--- config.mk ---
export PLATFORM = sky130hd
export DESIGN_NAME = regfile_write_scheduler
export DESIGN_NICKNAME = d
export VERILOG_FILES = /design/src/rtl/regfile_write_scheduler_pkg.sv /design/src/rtl/regfile_write_scheduler_arb.sv /design/src/rtl/regfile_write_scheduler.sv
export SDC_FILE = /design/constraint.sdc
export NUM_CORES = 1
export LEC_CHECK = 0
export ABC_AREA = 1
export ABC_CLOCK_PERIOD_IN_PS = 5700
export BUFFER_PORTS_ARGS = -buffer_cell sky130_fd_sc_hd__buf_2
export CAP_MARGIN = 5
export CORE_ASPECT_RATIO = 1.1
export CORE_MARGIN = 4
export CORE_UTILIZATION = 55
export CTS_BUF_LIST = sky130_fd_sc_hd__clkbuf_4 sky130_fd_sc_hd__clkbuf_8
export CTS_CLUSTER_DIAMETER = 120
export DETAILED_ROUTE_END_ITERATION = 10
export PLACE_DENSITY = 0.95
export REMOVE_ABC_BUFFERS = 1
export SLEW_MARGIN = 20
export SYNTH_ARGS = -nofsm -noshare
export SYNTH_HDL_FRONTEND = slang
export SYNTH_HIERARCHICAL = 1
export SYNTH_SLANG_ARGS = --single-unit
--- constraint.sdc ---
create_clock -name clk -period 5.7 [get_ports clk]
set_input_delay 1.14 -clock clk [delete_from_list [all_inputs] [get_ports clk]]
set_output_delay 1.14 -clock clk [all_outputs]
set_load 0.02 [all_outputs]
--- src/rtl/regfile_write_scheduler_pkg.sv ---
// Shared constants and encodings for the register file write scheduler.
// Optional feature macro: REGFILE_SCHED_RR_EN selects round-robin arbitration.
package regfile_pkg;

   localparam int ADDR_W   = 5;
   localparam int DATA_W   = 32;
   localparam int NUM_REGS = 32;
   localparam int CNT_W    = 16;

   // Scheduler FSM: clear sweep first, then normal writeback arbitration
   typedef enum logic {
      ST_INIT = 1'b0,
      ST_RUN  = 1'b1
   } state_e;

   // Writeback source identifiers (also the encoding of the RR pointer)
   localparam logic SRC0 = 1'b0;
   localparam logic SRC1 = 1'b1;

endpackage

--- src/rtl/regfile_write_scheduler_arb.sv ---
// Two-source writeback arbiter for the register file write port.
// REGFILE_SCHED_RR_EN: round-robin with a one-bit favour pointer;
// otherwise fixed priority s0 > s1 and no state at all.
module wb_arbiter2
   import regfile_pkg::*;
(
`ifdef REGFILE_SCHED_RR_EN
   input  logic clk_i,
   input  logic rst_i,
`endif
   input  logic en_i,
   input  logic req0_i,
   input  logic req1_i,
   output logic gnt0_o,
   output logic gnt1_o,
   output logic gnt_src_o
);

`ifdef REGFILE_SCHED_RR_EN
   logic ptr_q;
   logic ptr_d;
   logic fav1;

   // Grant the favoured source on contention; otherwise whoever asks
   always_comb begin
      fav1   = (ptr_q == SRC1);
      gnt0_o = en_i & req0_i & (~req1_i | ~fav1);
      gnt1_o = en_i & req1_i & (~req0_i |  fav1);
   end

   // Only a contended grant moves the pointer, toward the loser
   always_comb begin
      ptr_d = ptr_q;
      if (en_i && req0_i && req1_i)
         ptr_d = gnt0_o ? SRC1 : SRC0;
   end

   // Pointer register; reset favours s0
   always_ff @(posedge clk_i or posedge rst_i) begin
      if (rst_i) ptr_q <= SRC0;
      else       ptr_q <= ptr_d;
   end
`else
   // Fixed priority: s0 always wins
   always_comb begin
      gnt0_o = en_i & req0_i;
      gnt1_o = en_i & req1_i & ~req0_i;
   end
`endif

   // Source index of the current grant, used for the write mux
   always_comb begin
      gnt_src_o = gnt1_o ? SRC1 : SRC0;
   end

endmodule

--- src/rtl/regfile_write_scheduler.sv ---
// Register file write-port scheduler: clears r0..r31 after reset, then
// shares the single write port between s0 (ALU) and s1 (load/mul).
// Optional feature macro: REGFILE_SCHED_RR_EN (round-robin arbitration).
module regfile_write_scheduler
   import regfile_pkg::*;
#(
   parameter int ADDR_W   = regfile_pkg::ADDR_W,
   parameter int DATA_W   = regfile_pkg::DATA_W,
   parameter int NUM_REGS = regfile_pkg::NUM_REGS,
   parameter int CNT_W    = regfile_pkg::CNT_W
) (
   input  logic              clk,
   input  logic              rst,
   input  logic              s0_valid,
   input  logic [ADDR_W-1:0] s0_rd,
   input  logic [DATA_W-1:0] s0_data,
   output logic              s0_ready,
   input  logic              s1_valid,
   input  logic [ADDR_W-1:0] s1_rd,
   input  logic [DATA_W-1:0] s1_data,
   output logic              s1_ready,
   output logic              regwr,
   output logic [ADDR_W-1:0] rd,
   output logic [DATA_W-1:0] data,
   output logic              init_done,
   output logic [CNT_W-1:0]  conflict_cnt
);

   localparam logic [ADDR_W-1:0] LAST_IDX = ADDR_W'(NUM_REGS - 1);

   state_e            state_q;
   logic [ADDR_W-1:0] idx_q;
   logic              regwr_q;
   logic [ADDR_W-1:0] rd_q;
   logic [DATA_W-1:0] data_q;
   logic              init_done_q;
   logic [CNT_W-1:0]  cnt_q;
   logic [CNT_W-1:0]  cnt_d;

   logic              run;
   logic              gnt0;
   logic              gnt1;
   logic              gnt_src;
   logic              hs;
   logic [ADDR_W-1:0] sel_rd;
   logic [DATA_W-1:0] sel_data;
   logic              sel_wr;

   // Requests are only arbitrated once the clear sweep is finished
   always_comb begin
      run = (state_q == ST_RUN);
   end

   wb_arbiter2 u_arb (
`ifdef REGFILE_SCHED_RR_EN
      .clk_i     (clk),
      .rst_i     (rst),
`endif
      .en_i      (run),
      .req0_i    (s0_valid),
      .req1_i    (s1_valid),
      .gnt0_o    (gnt0),
      .gnt1_o    (gnt1),
      .gnt_src_o (gnt_src)
   );

   // Select the granted request; r0 handshakes complete but never write
   always_comb begin
      hs       = gnt0 | gnt1;
      sel_rd   = (gnt_src == SRC1) ? s1_rd   : s0_rd;
      sel_data = (gnt_src == SRC1) ? s1_data : s0_data;
      sel_wr   = hs && (sel_rd != '0);
      s0_ready = gnt0;
      s1_ready = gnt1;
   end

   // FSM plus registered write port: sweep in INIT, accepted writes in RUN
   always_ff @(posedge clk or posedge rst) begin
      if (rst) begin
         state_q     <= ST_INIT;
         idx_q       <= '0;
         regwr_q     <= 1'b0;
         rd_q        <= '0;
         data_q      <= '0;
         init_done_q <= 1'b0;
      end else begin
         case (state_q)
            ST_INIT: begin
               regwr_q <= 1'b1;
               rd_q    <= idx_q;
               data_q  <= '0;
               idx_q   <= idx_q + 1'b1;
               if (idx_q == LAST_IDX) begin
                  state_q     <= ST_RUN;
                  init_done_q <= 1'b1;
               end
            end
            ST_RUN: begin
               regwr_q <= sel_wr;
               // Address/data hold unless a real write is issued
               if (sel_wr) begin
                  rd_q   <= sel_rd;
                  data_q <= sel_data;
               end
            end
         endcase
      end
   end

   // Saturating count of RUN cycles where both sources compete
   always_comb begin
      cnt_d = cnt_q;
      if (run && s0_valid && s1_valid && (cnt_q != '1))
         cnt_d = cnt_q + 1'b1;
   end

   // Contention counter register
   always_ff @(posedge clk or posedge rst) begin
      if (rst) cnt_q <= '0;
      else     cnt_q <= cnt_d;
   end

   always_comb begin
      regwr        = regwr_q;
      rd           = rd_q;
      data         = data_q;
      init_done    = init_done_q;
      conflict_cnt = cnt_q;
   end

endmodule
==> metrics.cfg <==
[timing]
rsz0062_at_grt=no
worst_pin_slew_ps=912
post-route-min-period_ps=3890
fin_worst_skew_ps=7.30
slew-limit-headroom_pct=39.0
setup_viol=0
finalSetupTns_ps=0
post-route-period-util_pct=68.3
max_freq_mhz=257
hold_viol=0
drv_slew=0

[worst_hold_path]
holdPathStages=1
hp-class=register to register

[synth]
synth_top_family_by_area=simple AND/OR/NAND/NOR gates
synthCells=476
synth_seq_area_share_pct=43.1
ys_types=31
ys_seq_elements=61
yosysWarnings=6
synthTopCellsByArea=dfrtp_1, nand2_1, nand4_1
yosys.area.top_type_share_pct=43.1
syn-cell-area_mm2=0.00354
synth_compound_area_share_pct=1.94
synthXorXnorAreaFrac_pct=2.23
synth-simple-area-share_pct=44.2
synth_largest_area_cell=dfrtp_1
yosys-mux-area-fraction_pct=0
syn_area_per_cell_um2=7.44
synthAdderAreaFrac_pct=1.06

[global_routing]
grt_pass1_vias=3509
antenna_found_initial=0
grt.total_usage_pct=25.3
grt_overflow=0
grt_max_degree=84
grt_pass1_wl_um=15800

[die]
die_x_um=84.5
die_h_um=92.1
die_area_mm2=0.00778
start_util_pct=57.2
io_pins=135
coreArea_mm2=0.00619
rows=30

[placement]
place_hpwl_um=6730
port_buffers=134
gp_congestion=0.821

[critical_path]
crit_family=simple AND/OR/NAND/NOR gates
cp_slowest_stage_delay_ps=810
cp.depth=13
arrival_ps=4130
reg2reg_from=run
crit_chain=buf_2 -> nand2_1 -> nor2_2 -> buf_4 -> inv_2 -> nand2_1 -> nand2_1 -> nor2_1 -> nand3_4 -> nand2_2 -> nand2_2 -> nand2_1 -> nand2_1
r2r_end=rd[1]
crit_required_ps=5930
path_max_fanout=40
reg2reg_slack_ps=2310
cp_slowest_cell=nand2_2
cp-endpoint=rd[1]
cp-start-kind=primary input
cpMostUsedCell=nand2_1
endpoint_kind=register
crit_start=s1_valid
ff2ff_path_depth=12
worstSetupPathType=primary input to register
cp.buffers_inverters=3

[cts]
htreeDepth=3
cts_resized=0
clk_pin_slew_ps=70
tritoncts=yes
cts-root-buf=clkbuf_8
insertion_delay_ps=350
cts_made_buffers=9
postCtsHoldBufs=0
clock-sinks=61
cts_buffer_depth=2
cts_setup_buffers=0

[cells_and_area]
final-seq-area_mm2=0.00153
drive_gt1_share_pct=31.1
fillers=479
multi_input_area_mm2=0.00175
n_antenna_cell=0
fin_nets=675
area_growth_pct=23.6

[power_and_ir_drop]
totalPowerFinal_mw=1.20
p_leak_nw=2.48
ir_drop_uv=152
power.density_mw_per_mm2=275

[drt]
wirelength_um=9520
drt_iter0_drc=218
drcViolationCount=0
vias=3620
wl_per_cell_um=14.0
postRouteAntennaNets=0
routed_via_density=5.33
first_pass_iters=4

[run_status]
status=finished, final reports clean

[run]
cap_viol_max_count=0

[power breakdown]
group	internal [mW]	switching, mW	leakage (nW)
logic	0.0972	0.166	1.61
clock network	0.250	0.178	0.102
registers	0.477	0.0358	0.770
[kinds of logic after synthesis]
kind of cell	after synthesis
compound gates	12
xor+xnor	9
fa+ha+maj	3
buf+inv	53
flops	61
simple gates	338
[metal layers]
metal  track usage (%)  wire (um)  part of all wire [%]  up-vias
met1              29.2       3530                    37     1646
met3              6.29        774                   8.1       39
li1                  -          -                     -     1765
met5                 0          0                     0        -
met2              43.0       4840                    51      170
met4              13.1        374                   3.9        0
[area by class of cell]
| cell class | instances | share of cell area [%] |
|---|---|---|
| flip-flops and latches | 61 | 34.9 |
| multi-input cells | 362 | 40.0 |
| repair buffers | 137 | 15.8 |
| inverters | 23 | 1.97 |
| clock inverters | 6 | 2.00 |
| clock buffers | 10 | 3.00 |
| well taps | 80 | 2.29 |
[placed cells by master, fill, tap and decap left out, drive strengths merged]
| cell | n |
|---|---|
| o21a | 1 |
| xor2 | 3 |
| nor3 | 6 |
| ha | 3 |
| nand2 | 233 |
| inv | 22 |
| nor2 | 11 |
| clkinvlp | 3 |
| o21ai | 10 |
| nand3b | 1 |
| a21o | 1 |
| and2 | 1 |
| nand3 | 48 |
| dfrtp | 61 |
| buf | 137 |
| or2 | 3 |
| nand4 | 35 |
| xnor2 | 6 |
| clkbuf | 10 |
| clkinv | 2 |
| bufinv | 2 |
[how the worst min path moves through the flow]
stage,startpoint,end,slack [ps]
5_1_grt,init_done,init_done,500
4_1_cts,init_done,init_done,460
3_5_place_dp,init_done,init_done,450
3_3_place_gp,init_done,init_done,440
6_report,init_done,init_done,460
2_1_floorplan,idx_q[0],idx_q[0],470
[cell usage after synthesis (all sizes together)]
cell type,count
nand2,233
nand3,48
dfrtp,61
a21o,1
nand3b,1
xor2,3
inv,22
nand4,35
or2,3
and2,1
buf,18
clkbuf,12
clkinv,1
xnor2,6
o21a,1
o21ai,10
nor2,11
ha,3
nor3,6
[through the flow]
stage | setup slack (ps) | hold WS (ps) | util, % | instances | area [um^2]
6_report | 1810 | 457 | 70.7 | 679 | 4380
5_1_grt | 1550 | 501 | 70.7 | 679 | 4380
4_1_cts | 1830 | 464 | 70.7 | 679 | 4380
3_5_place_dp | 1470 | 448 | 67.1 | 663 | 4160
3_3_place_gp | 1690 | 444 | 67.1 | 663 | 4160
2_1_floorplan | 638 | 475 | - | 446 | 3360
[registers in the layout (all words and copies together), names as in the netlist]
register      cells
init_done         1
rd                5
regwr             1
data             32
conflict_cnt     16
idx_q             5
run               1
Note: power is estimated with default switching activity, not from simulation.
